File: src/rtl/slv_reg_resp_pkg.sv
// Shared bus package: FSM state encoding, widths and wait-count limits
// used by the slave register responder and its storage array.
package slv_reg_resp_pkg;

  localparam int ADDR_W   = 4;
  localparam int DATA_W   = 4;
  localparam int CNT_W    = 5;
  localparam int NUM_REGS = 16;

  // Wait counter is sized to hold the largest legal WAIT_CYCLES-1.
  localparam int MAX_WAIT_CYCLES = 7;
  localparam int WCNT_W          = 3;

  // FSM state encoding, kept as plain constants for legacy tools.
  localparam int STATE_W = 2;
  typedef logic [STATE_W-1:0] state_t;
  localparam logic [STATE_W-1:0] ST_IDLE = 2'd0;
  localparam logic [STATE_W-1:0] ST_WAIT = 2'd1;
  localparam logic [STATE_W-1:0] ST_RESP = 2'd2;

  // Value loaded into the wait counter when a request is accepted.
  function automatic logic [WCNT_W-1:0] waitLoad(input int waitCycles);
    if (waitCycles > 0) begin
      return WCNT_W'(waitCycles - 1);
    end
    return '0;
  endfunction

endpackage

File: src/rtl/slv_reg_array.sv
// 16 x 4 storage array with one synchronous write port and one
// combinational read port; reset loads every entry with RESET_VAL.
module slv_reg_array
  import slv_reg_resp_pkg::*;
#(
  parameter logic [DATA_W-1:0] RESET_VAL = '0
) (
  input  logic              clock,
  input  logic              reset,
  input  logic              we,
  input  logic [ADDR_W-1:0] waddr,
  input  logic [DATA_W-1:0] wdata,
  input  logic [ADDR_W-1:0] raddr,
  output logic [DATA_W-1:0] rdata
);

  logic [DATA_W-1:0] mem_q [NUM_REGS];

  // Reset has priority, so a write requested in the reset cycle is dropped.
  always_ff @(posedge clock) begin
    if (reset) begin
      for (int i = 0; i < NUM_REGS; i++) begin
        mem_q[i] <= RESET_VAL;
      end
    end else if (we) begin
      mem_q[waddr] <= wdata;
    end
  end

  assign rdata = mem_q[raddr];

endmodule

File: src/rtl/slv_reg_resp.sv
// Slave register responder: each accepted request is a swap on one of
// 16 registers, answered after WAIT_CYCLES wait states with a one-cycle
// ready strobe. Dropping valid before completion aborts and sets a
// sticky error flag.
module slv_reg_resp
  import slv_reg_resp_pkg::*;
#(
  parameter int          WAIT_CYCLES = 2,
  parameter logic [3:0]  RESET_VAL   = 4'h0
) (
  input  logic        clock,
  input  logic        reset,
  input  logic        slv_valid,
  input  logic [3:0]  slv_addr,
  input  logic [3:0]  slv_wdata,
  output logic [3:0]  slv_rdata,
  output logic        slv_ready,
  output logic [4:0]  bus_out,
  output logic        err
);

  localparam logic [WCNT_W-1:0] WAIT_INIT = waitLoad(WAIT_CYCLES);

  state_t              state_q, state_d;
  logic [WCNT_W-1:0]   waitCnt_q, waitCnt_d;
  logic [ADDR_W-1:0]   addr_q, addr_d;
  logic [DATA_W-1:0]   wdata_q, wdata_d;
  logic [CNT_W-1:0]    txnCnt_q, txnCnt_d;
  logic                err_q, err_d;
  logic                writeEn;
  logic [DATA_W-1:0]   oldData;
  logic                inResp;

  // Next-state logic: accept in IDLE, count wait states, complete or abort.
  always_comb begin
    state_d   = state_q;
    waitCnt_d = waitCnt_q;
    addr_d    = addr_q;
    wdata_d   = wdata_q;
    txnCnt_d  = txnCnt_q;
    err_d     = err_q;
    writeEn   = 1'b0;
    case (state_q)
      ST_IDLE: begin
        if (slv_valid) begin
          addr_d  = slv_addr;
          wdata_d = slv_wdata;
          if (WAIT_CYCLES == 0) begin
            state_d = ST_RESP;
          end else begin
            waitCnt_d = WAIT_INIT;
            state_d   = ST_WAIT;
          end
        end
      end
      ST_WAIT: begin
        if (!slv_valid) begin
          state_d   = ST_IDLE;
          waitCnt_d = '0;
          err_d     = 1'b1;
        end else if (waitCnt_q == '0) begin
          state_d = ST_RESP;
        end else begin
          waitCnt_d = waitCnt_q - 1'b1;
        end
      end
      ST_RESP: begin
        state_d = ST_IDLE;
        if (slv_valid) begin
          writeEn  = 1'b1;
          txnCnt_d = txnCnt_q + 1'b1;
        end else begin
          err_d = 1'b1;
        end
      end
      default: begin
        state_d = ST_IDLE;
      end
    endcase
  end

  // State registers; reset discards any transaction in flight.
  always_ff @(posedge clock) begin
    if (reset) begin
      state_q   <= ST_IDLE;
      waitCnt_q <= '0;
      addr_q    <= '0;
      wdata_q   <= '0;
      txnCnt_q  <= '0;
      err_q     <= 1'b0;
    end else begin
      state_q   <= state_d;
      waitCnt_q <= waitCnt_d;
      addr_q    <= addr_d;
      wdata_q   <= wdata_d;
      txnCnt_q  <= txnCnt_d;
      err_q     <= err_d;
    end
  end

  slv_reg_array #(
    .RESET_VAL (RESET_VAL)
  ) u_array (
    .clock (clock),
    .reset (reset),
    .we    (writeEn),
    .waddr (addr_q),
    .wdata (wdata_q),
    .raddr (addr_q),
    .rdata (oldData)
  );

  // Ready and read data are masked while reset is asserted.
  assign inResp    = (state_q == ST_RESP) && !reset;
  assign slv_ready = inResp;
  assign slv_rdata = inResp ? oldData : 4'h0;
  assign bus_out   = txnCnt_q;
  assign err       = err_q;

endmodule

File: config.mk
export PLATFORM = sky130hd
export DESIGN_NAME = slv_reg_resp
export DESIGN_NICKNAME = d
export VERILOG_FILES = /design/src/rtl/slv_reg_resp_pkg.sv /design/src/rtl/slv_reg_array.sv /design/src/rtl/slv_reg_resp.sv
export SDC_FILE = /design/constraint.sdc
export NUM_CORES = 1
export LEC_CHECK = 0
export ABC_AREA = 1
export CAP_MARGIN = 20
export CORE_ASPECT_RATIO = 1.25
export CORE_UTILIZATION = 54
export CTS_BUF_LIST = sky130_fd_sc_hd__clkbuf_16
export DETAILED_ROUTE_END_ITERATION = 8
export PLACE_DENSITY = 0.76
export SYNTH_ARGS = -nofsm -noshare
export SYNTH_HDL_FRONTEND = slang
export SYNTH_HIERARCHICAL = 1
export SYNTH_SLANG_ARGS = --single-unit
File: constraint.sdc
create_clock -name clock -period 1.5 [get_ports clock]
set_input_delay 0.3 -clock clock [delete_from_list [all_inputs] [get_ports clock]]
set_output_delay 0.3 -clock clock [all_outputs]
set_load 0.05 [all_outputs]
==> impl_metrics.yaml, run 1 <==
route:
  detail_route.wl_per_cell_um: 18.7
  viasPerCell: 5.70
  routed_wirelength_um: 12500
  vias: 3822
  drt_first_iter_violations: 392
  dr.pass1.iters: 7
  ant_nets: 0
  route.detailed.drc: 0
logic_synthesis:
  synthCells: 508
  ys_types: 21
  ys_ff_latch: 83
  synth_nets: 527
  synth_area_um2: 4150
  avgSynthCellArea_um2: 8.17
  yosys_warnings: 6
  synth_seq_area_share: 0.555
floorplan:
  core_area_um2: 7400
  die_w_um: 80.4
  io_pins: 22
  die_h_um: 100
  die_area_um2: 8040
  start_util: 0.561
  rows: 35
critical_path:
  start_kind: "register"
  arrival_ps: 1820
  reg2regPathDepth: 9
  setup.worst_path.end_class: "output port"
  path_max_fanout: 16
  cpMostUsedCell: "nand3_2"
  regToRegSetupSlack_ps: -320
  crit_path_start: "addr_q[0]"
  required_ps: 1200
  path_cells: "buf_12 -> buf_16 -> nand2_1 -> nand3_2 -> nand3_2 -> nand3_2 -> nand2_2 -> inv_2 -> nor2_4 -> buf_12"
  slowest_delay_ps: 380
  reg2reg_to: "u_array/mem_q[1][3]"
  r2r-start: "state_q[0]"
  critPathSlowestCell: "dfxtp_4"
  critical_path_class: "register to output port"
timing:
  finalHoldViolations: 0
  setup_slack_ps: -620
  period_needed_ps: 2120
  hold_ws_ps: 463
  period_share: 1.41
  setup_tns_ps: -21390
  skew_ps: 10.4
  worst_pin_slew_ps: 499
  max_slew_margin: 0.667
  setup_viol: 126
  rsz0062_at_grt: "true"
  final_max_slew_viol_count: 0
  max_clock_freq_mhz: 472
finish:
  regArea_um2: 2310
  layout_commonest_cell: "nand2_1"
  diodes: 0
  finalNonFillerCells: 670
  num-nets-final: 592
  area_growth_syn_to_layout_pct: 44.2
  layout_common_cells: "nand2_1 (94), inv_1 (69), edfxtp_1 (64)"
  postLayoutCoreUtil: 0.809
  multi_input_area_um2: 2090
  drive_above_1_share: 0.381
  n_fill_cell: 392
worst_hold_path:
  hold_path_end: "state_q[0]"
  min_path_cells: 3
  min_from: "reset"
  hp-class: "input port to register"
outcome:
  violations: "setup timing"
  status: "finished with violations"
cts:
  ctsHoldBuffers: 0
  cts.sinks: 83
  cts_max_path_buffers: 2
  cts.clk_slew.worst_paths_ps: 70
  clk-insertion-delay-late_ps: 340
  cts_root_buf: "clkbuf_16"
  numCtsBuffers: 9
  cts_tree: "yes"
  ctsHtreeMaxLevel: 3
placed_design:
  numPortBuffers: 21
  dp_hpwl_um: 6390
  place.gp.congestion: 0.832
  dp_cells: 646
global_route:
  antenna_found_initial: 0
  grt_usage: 0.264
  grt_pass1_wl_um: 15400
  grt_start_max_net_pins: 33
  grt.overflow.total: 0
  grt_pass1_vias: 3416
flow_run:
  cap_violations: 0
power_and_ir_drop:
  ir_drop_mv: 0.791
  p_per_area_nw_per_um2: 1010
  p_leak_nw: 2.53
[per-layer routing]
metal  part of all wire  vias up  global-route usage
met5                  0        -                   0
met3              0.084       67              0.0418
met1               0.36     1785               0.295
met2               0.51      248               0.477
li1                   -     1722                   -
met4              0.047        0               0.135
[layout make-up]
cell class | count | share of cell area
Timing Repair Buffer | 71 | 0.144
Clock buffer | 9 | 0.0376
Tap cell | 92 | 0.0192
Multi-Input combinational cell | 325 | 0.349
Sequential cell | 83 | 0.386
Inverter | 83 | 0.0558
Clock inverter | 7 | 0.00878
[metrics by stage]
stage	total power, mW	setup slack (ps)	cell area, µm²
final	6.02	-620	5990
after global routing	6.21	-681	5990
after CTS	5.69	-503	5330
after detailed placement	3.63	-407	4950
after global placement	3.60	-379	4950
after floorplan	3.32	-45.7	4290
[what timing repair did]
action | CTS | global route
setup endpoints to repair | 75 | 112
setup buffers | 1 | 4
gates resized for setup | 20 | 147
cloned | 1 | 2
hold endpoints to repair | 0 | 0
pin swaps | 5 | 28
[synth_stat cells]
cell type  count  area share
a21oi_1        4      0.0048
buf_2          7      0.0084
buf_4          4      0.0072
clkbuf_1       6      0.0054
clkinv_2       1      0.0012
dfxtp_1       19       0.092
edfxtp_1      64        0.46
ha_1           8       0.024
inv_1         78       0.071
inv_2          4      0.0036
nand2_1      135        0.12
nand2_2        1      0.0015
nand2_4        3      0.0081
nand3_1       52       0.063
nand3_2        1      0.0024
nor2_1       102       0.092
nor2_4         1      0.0027
nor3_1         2      0.0024
nor3_2         4      0.0096
o21ai_0       10       0.012
xor2_1         2      0.0042
[worst max path at each step]
| stage | slack [ps] | cells past startpoint | end |
|---|---|---|---|
| 2_1_floorplan | -50 | 10 | slv_rdata[2] |
| 3_3_place_gp | -380 | 7 | u_array/mem_q[6][1] |
| 3_5_place_dp | -410 | 7 | u_array/mem_q[6][0] |
| 4_1_cts | -500 | 10 | slv_rdata[0] |
| 5_1_grt | -680 | 11 | slv_rdata[0] |
| 6_report | -620 | 10 | slv_rdata[0] |
[worst max-delay path: cells and delay by family, from the launching register on]
family | cells | cell delay [ps]
flops | 1 | 380
buf+inv | 4 | 490
simple gates | 6 | 590
[cells by family after synthesis]
| family | share of synthesized area |
|---|---|
| AND/OR/NAND/NOR | 0.304 |
| flip-flops | 0.555 |
| AO/OA/AOI/OAI | 0.0169 |
| buffers and inverters | 0.0964 |
| XOR/XNOR | 0.00422 |
| adder cells (fa/ha/maj) | 0.0241 |
[where the power goes]
part	switching [mW]	internal, mW
Sequential	0.0630	2.57
Clock	0.943	1.13
Combinational	0.851	0.461
Total	1.86	4.17
[flip-flops by register name, indices dropped and copies added (netlist names)]
signal / count
addr_q: 4
bus_out: 5
err: 1
state_q: 2
u_array/mem_q: 64
waitCnt_q: 3
wdata_q: 4
No activity file was read; power rests on OpenSTA's default activity.
==> run 2: changes to the inputs <==
--- a/config.mk
+++ b/config.mk
@@ -8,10 +8,10 @@
 export ABC_AREA = 1
 export CAP_MARGIN = 20
 export CORE_ASPECT_RATIO = 1.25
-export CORE_UTILIZATION = 54
+export CORE_UTILIZATION = 28
 export CTS_BUF_LIST = sky130_fd_sc_hd__clkbuf_16
 export DETAILED_ROUTE_END_ITERATION = 8
-export PLACE_DENSITY = 0.76
+export PLACE_DENSITY_LB_ADDON = 0.1
 export SYNTH_ARGS = -nofsm -noshare
 export SYNTH_HDL_FRONTEND = slang
 export SYNTH_HIERARCHICAL = 1
==> run 2 against run 1 <==
  * The flow still finishes with violations (setup timing)
  * Setup slack gained 150 ps
  * Total power increased by 5.5%
  * Die area increased by 90%
  * Final area up 4.5%
  * Clock skew shrank 5.0 ps
  * Worst hold slack improved by 16 ps
  * Cell count up 15%
  * Sequential power about the same
  * Via count decreased by 11%
  * Non-clock buffer count up 13
  * Sequential share of layout area fell by 1.6 points
  * Utilization is 37 points lower
  * Critical endpoint is now slv_rdata[3]
  * Highest routed layer unchanged
==> impl_metrics.yaml, run 2 (synthesis results as in run 1) <==
outcome:
  status: "finished with violations"
  violations: "setup timing"
route:
  detail_route.wl_per_cell_um: 13.8
  drt_first_iter_violations: 121
  route.detailed.drc: 0
  vias: 3394
  dr.pass1.iters: 4
  routed_wirelength_um: 10600
  ant_nets: 0
  viasPerCell: 4.41
timing:
  setup_viol: 123
  period_needed_ps: 1970
  max_clock_freq_mhz: 508
  hold_ws_ps: 478
  worst_pin_slew_ps: 525
  period_share: 1.31
  setup_slack_ps: -468
  rsz0062_at_grt: "true"
  finalHoldViolations: 0
  final_max_slew_viol_count: 0
  max_slew_margin: 0.650
  skew_ps: 5.47
finish:
  num-nets-final: 605
  layout_commonest_cell: "nand2_1"
  area_growth_syn_to_layout_pct: 50.7
  largest_reg_flops: 64
  layout_common_cells: "nand2_1 (97), inv_1 (69), edfxtp_1 (64)"
  regMostFlops: "u_array/mem_q"
  drive_above_1_share: 0.379
  diodes: 0
worst_hold_path:
  hp-class: "register to register"
cts:
  cts_root_buf: "clkbuf_16"
  numCtsBuffers: 9
  cts.clk_slew.worst_paths_ps: 60
  ctsHtreeMaxLevel: 3
  cts_tree: "yes"
  clk-insertion-delay-late_ps: 330
  cts_max_path_buffers: 2
  cts.sinks: 83
critical_path:
  slowest_delay_ps: 380
  setup.worst_path.end_class: "output port"
  path_cells: "buf_8 -> buf_12 -> nand2_1 -> nand3_1 -> nand3_1 -> nand3_1 -> nand2_1 -> inv_2 -> nor2_4 -> buf_12"
  required_ps: 1200
  cpMostUsedCell: "nand3_1"
  critical-path-top-delay-family: "simple AND/OR/NAND/NOR gates"
  critPathSlowestCell: "dfxtp_4"
  path_buf_inv: 4
  critical_path_class: "register to output port"
  start_kind: "register"
  arrival_ps: 1670
  path_max_fanout: 10
power_and_ir_drop:
  p_clk_frac: 0.394
  ir_drop_mv: 0.653
  p_per_area_nw_per_um2: 1020
  p_comb_frac: 0.191
  pwr-share-seq: 0.415
  p_leak_nw: 2.63
  p_int_mw: 4.64
  switchingPower_mw: 1.71
  p_sw_frac: 0.269
global_route:
  grt_pass1_vias: 3372
  grt_usage: 0.143
  antenna_found_initial: 0
  grt.overflow.total: 0
  grt_start_max_net_pins: 17
  grt_pass1_wl_um: 16700
floorplan:
  core_area_um2: 14400
  die_h_um: 138
  rows: 49
  io_pins: 22
  die_w_um: 111
  die_area_um2: 15300
  start_util: 0.288
placed_design:
  dp_slack_ps: -504
  dp_hpwl_um: 7670
  numPortBuffers: 21
  place.gp.congestion: 0.772
flow_run:
  cap_violations: 0
## run 2: cell types whose count changed in the layout (fill, tap and decap cells not counted), sizes merged
cell	delta
clkinvlp	+1
dlygate4sd2	-1
buf	+15
clkbuf	-2
clkinv	-3
clkdlybuf4s50	+1
bufinv	+3
inv	-1
## run 2: cell type report
cell class | instances | area [µm²]
Clock buffer | 9 | 225
Timing Repair Buffer | 84 | 936
Tap cell | 178 | 223
Inverter | 83 | 324
Multi-Input combinational cell | 325 | 2120
Fill cell | 1397 | 8150
Sequential cell | 83 | 2310
Clock inverter | 7 | 116
## run 2: power groups by stage
stage	clock (mW)	sequential, mW	combinational, mW
final	2.51	2.64	1.21
after global routing	2.66	2.65	1.33
after CTS	2.56	2.64	1.11
after detailed placement	0	2.69	1.03
after global placement	0	2.68	1.03
after floorplan	0	2.68	0.644
## run 2: final timing paths
check,startpoint,to,slack [ps],depth (start not counted)
setup / recovery,addr_q[0],slv_rdata[3],-470,10
hold / removal,wdata_q[0],wdata_q[0],480,2
setup reg to reg,state_q[0],u_array/mem_q[7][0],-100,9
hold reg to reg,wdata_q[0],wdata_q[0],480,2
## run 2: metrics by stage
| step | util | TNS (ps) | std cells | total power [mW] | instance area, µm² |
|---|---|---|---|---|---|
| after floorplan | - | -323 | 508 | 3.32 | 4290 |
| after global placement | 0.357 | -45920 | 742 | 3.71 | 5140 |
| after detailed placement | 0.357 | -47040 | 742 | 3.71 | 5140 |
| after CTS | 0.407 | -9830 | 765 | 6.31 | 5870 |
| after global routing | 0.434 | -21100 | 769 | 6.64 | 6250 |
| final | 0.434 | -9060 | 769 | 6.35 | 6250 |
## run 2: worst reg2reg max path: cells and delay by family, from the launching register on
family        cells  cell delay (ps)
buf+inv           3              240
flops             1              330
simple gates      5              600
fa+ha+maj         1              140
## run 2: routing by layer
layer,up-vias,GRT usage,part of all wire
met5,-,0,0
met4,0,0.0611,0.024
met3,22,0.0237,0.023
met2,61,0.263,0.54
met1,1572,0.162,0.42
li1,1739,-,-
## run 2: what timing repair did
item | 4_1_cts | 5_1_grt
pin swaps | 12 | 11
hold buffers | 0 | 0
endpoints found under the setup margin | 123 | 137
setup buffers | 7 | 5
gates resized for setup | 92 | 93
==> run 3: changes to the inputs <==
--- a/config.mk
+++ b/config.mk
@@ -12,6 +12,7 @@
 export CTS_BUF_LIST = sky130_fd_sc_hd__clkbuf_16
 export DETAILED_ROUTE_END_ITERATION = 8
 export PLACE_DENSITY_LB_ADDON = 0.1
+export SETUP_SLACK_MARGIN = 0.2
 export SYNTH_ARGS = -nofsm -noshare
 export SYNTH_HDL_FRONTEND = slang
 export SYNTH_HIERARCHICAL = 1
==> run 3 against run 2 <==
  * Sequential share of layout area is 0.87 points lower
  * Worst hold slack lost 45 ps
  * Largest power group unchanged
  * Global-route usage increased by 0.72 points
  * Critical endpoint is now slv_rdata[0]
  * First-iteration DRC count decreased by 32%
  * The run still ends with setup timing left
  * Sequential power about the same
==> impl_metrics.yaml, run 3 (synthesis results as in run 1) <==
power_and_ir_drop:
  p_sw_frac: 0.288
  p_comb_frac: 0.225
  power_mw: 6.17
  pwr-share-seq: 0.427
  p_int_mw: 4.39
  p_leak_nw: 2.80
  switchingPower_mw: 1.78
  p_per_area_nw_per_um2: 962
  ir_drop_mv: 0.480
  p_clk_frac: 0.348
finish:
  diodes: 0
  finalNonFillerCells: 770
  fin_area_um2: 6420
  largest_reg_flops: 64
  n_fill_cell: 1408
  postLayoutCoreUtil: 0.445
  layout_commonest_cell: "nand2_1"
  drive_above_1_share: 0.443
  regArea_um2: 2320
  layout_common_cells: "nand2_1 (82), inv_1 (68), edfxtp_1 (64)"
  multi_input_area_um2: 2220
  num-nets-final: 606
  regMostFlops: "u_array/mem_q"
  area_growth_syn_to_layout_pct: 54.6
timing:
  skew_ps: 9.80
  worst_pin_slew_ps: 539
  max_slew_margin: 0.641
  period_share: 1.33
  finalHoldViolations: 0
  period_needed_ps: 1990
  setup_tns_ps: -10180
  setup_slack_ps: -491
  setup_viol: 133
  rsz0062_at_grt: "true"
  max_clock_freq_mhz: 502
  final_max_slew_viol_count: 0
route:
  viasPerCell: 4.47
  route.detailed.drc: 0
  drt_first_iter_violations: 82
  detail_route.wl_per_cell_um: 14.8
  ant_nets: 0
  dr.pass1.iters: 5
  vias: 3441
  routed_wirelength_um: 11400
floorplan:
  die_area_um2: 15300
  rows: 49
  die_h_um: 138
  die_w_um: 111
  start_util: 0.288
  core_area_um2: 14400
  io_pins: 22
global_route:
  antenna_found_initial: 0
  grt_usage: 0.150
  gr-usage-met3: 0.0210
  grt_pass1_vias: 3373
  grt_pass1_wl_um: 17300
  grt.overflow.total: 0
  grt-busiest-layer: "met2"
  grt_start_max_net_pins: 20
  use_met1: 0.174
  grtUsageMet2: 0.277
critical_path:
  required_ps: 1200
  path_max_fanout: 12
  regToRegSetupSlack_ps: -130
  reg2reg_to: "u_array/mem_q[13][3]"
  slowest_delay_ps: 430
  critical_path_class: "register to output port"
  arrival_ps: 1690
  reg2regPathDepth: 9
  r2r-start: "addr_q[0]"
  path_cells: "inv_8 -> buf_12 -> nand2_1 -> nand3_1 -> nand3_2 -> nand3_1 -> nand2_1 -> inv_2 -> nor2_4 -> buf_12"
  critPathSlowestCell: "dfxtp_4"
  setup.worst_path.end_class: "output port"
  start_kind: "register"
worst_hold_path:
  hold_path_end: "state_q[1]"
  min_path_cells: 3
  hp-class: "input port to register"
  min_from: "reset"
placed_design:
  place.gp.congestion: 0.742
  place_area_um2: 5170
  dp_cells: 744
  dp_hpwl_um: 7700
  numPortBuffers: 21
cts:
  ctsHtreeMaxLevel: 3
  cts_tree: "yes"
  cts.sinks: 83
  cts.clk_slew.worst_paths_ps: 60
  cts_root_buf: "clkbuf_16"
  clk-insertion-delay-late_ps: 340
  cts_max_path_buffers: 2
  numCtsBuffers: 9
outcome:
  violations: "setup timing"
  status: "finished with violations"
flow_run:
  cap_violations: 0
[run 3: changes by cell type in the layout (fill, tap and decap cells not counted), sizes merged]
cell           previous run  this run
clkbuf                    9        12
clkinvlp                  3         0
inv                      82        85
buf                      74        72
bufinv                    3         1
clkinv                    2         4
clkdlybuf4s50            10         9
dlygate4sd2               0         1
[run 3: metrics by stage]
step / hold WS [ps] / setup slack [ps]
after global placement: 465 / -365
after floorplan: 362 / -45.7
final: 433 / -491
after CTS: 436 / -478
after detailed placement: 473 / -376
after global routing: 475 / -582
[run 3: critical path: cells and delay by family, from the launching register on]
kind	cells	cell delay (ps)
flops	1	430
simple gates	6	520
buf+inv	4	390
[run 3: timing repair]
item | in CTS | in global routing
gates resized for setup | 116 | 101
hold buffers | 0 | 0
buffers inserted | 6 | 0
cloned | 1 | 3
pin swaps | 21 | 23
endpoints found under the setup margin | 145 | 141
[run 3: worst max path at each step]
stage | to | depth (start not counted) | from | slack [ps]
after global routing | slv_rdata[0] | 10 | addr_q[0] | -580
after global placement | u_array/mem_q[15][0] | 7 | slv_valid | -370
after detailed placement | u_array/mem_q[15][2] | 7 | slv_valid | -380
after floorplan | slv_rdata[2] | 10 | addr_q[0] | -50
final | slv_rdata[0] | 10 | addr_q[0] | -490
after CTS | slv_rdata[3] | 10 | addr_q[0] | -480
[run 3: power groups by stage]
stage / Sequential, mW / Combinational (mW) / Clock [mW]
floorplan: 2.68 / 0.644 / 0
detailed placement: 2.68 / 1.04 / 0
global route: 2.65 / 1.51 / 2.30
global placement: 2.68 / 1.04 / 0
finish: 2.64 / 1.39 / 2.15
CTS: 2.63 / 1.20 / 2.21
[run 3: layout make-up]
cell class / instances / area share
repair buffers: 85 / 0.161
inverters: 83 / 0.0521
clock inverters: 7 / 0.00936
clock buffers: 9 / 0.0351
well taps: 178 / 0.0347
flip-flops and latches: 83 / 0.361
multi-input cells: 325 / 0.346
[run 3: routing by layer]
metal  part of all wire  vias to the layer above
li1                   -                     1738
met5                  0                        -
met3              0.035                       11
met1               0.41                     1635
met4              0.011                        0
met2               0.55                       57
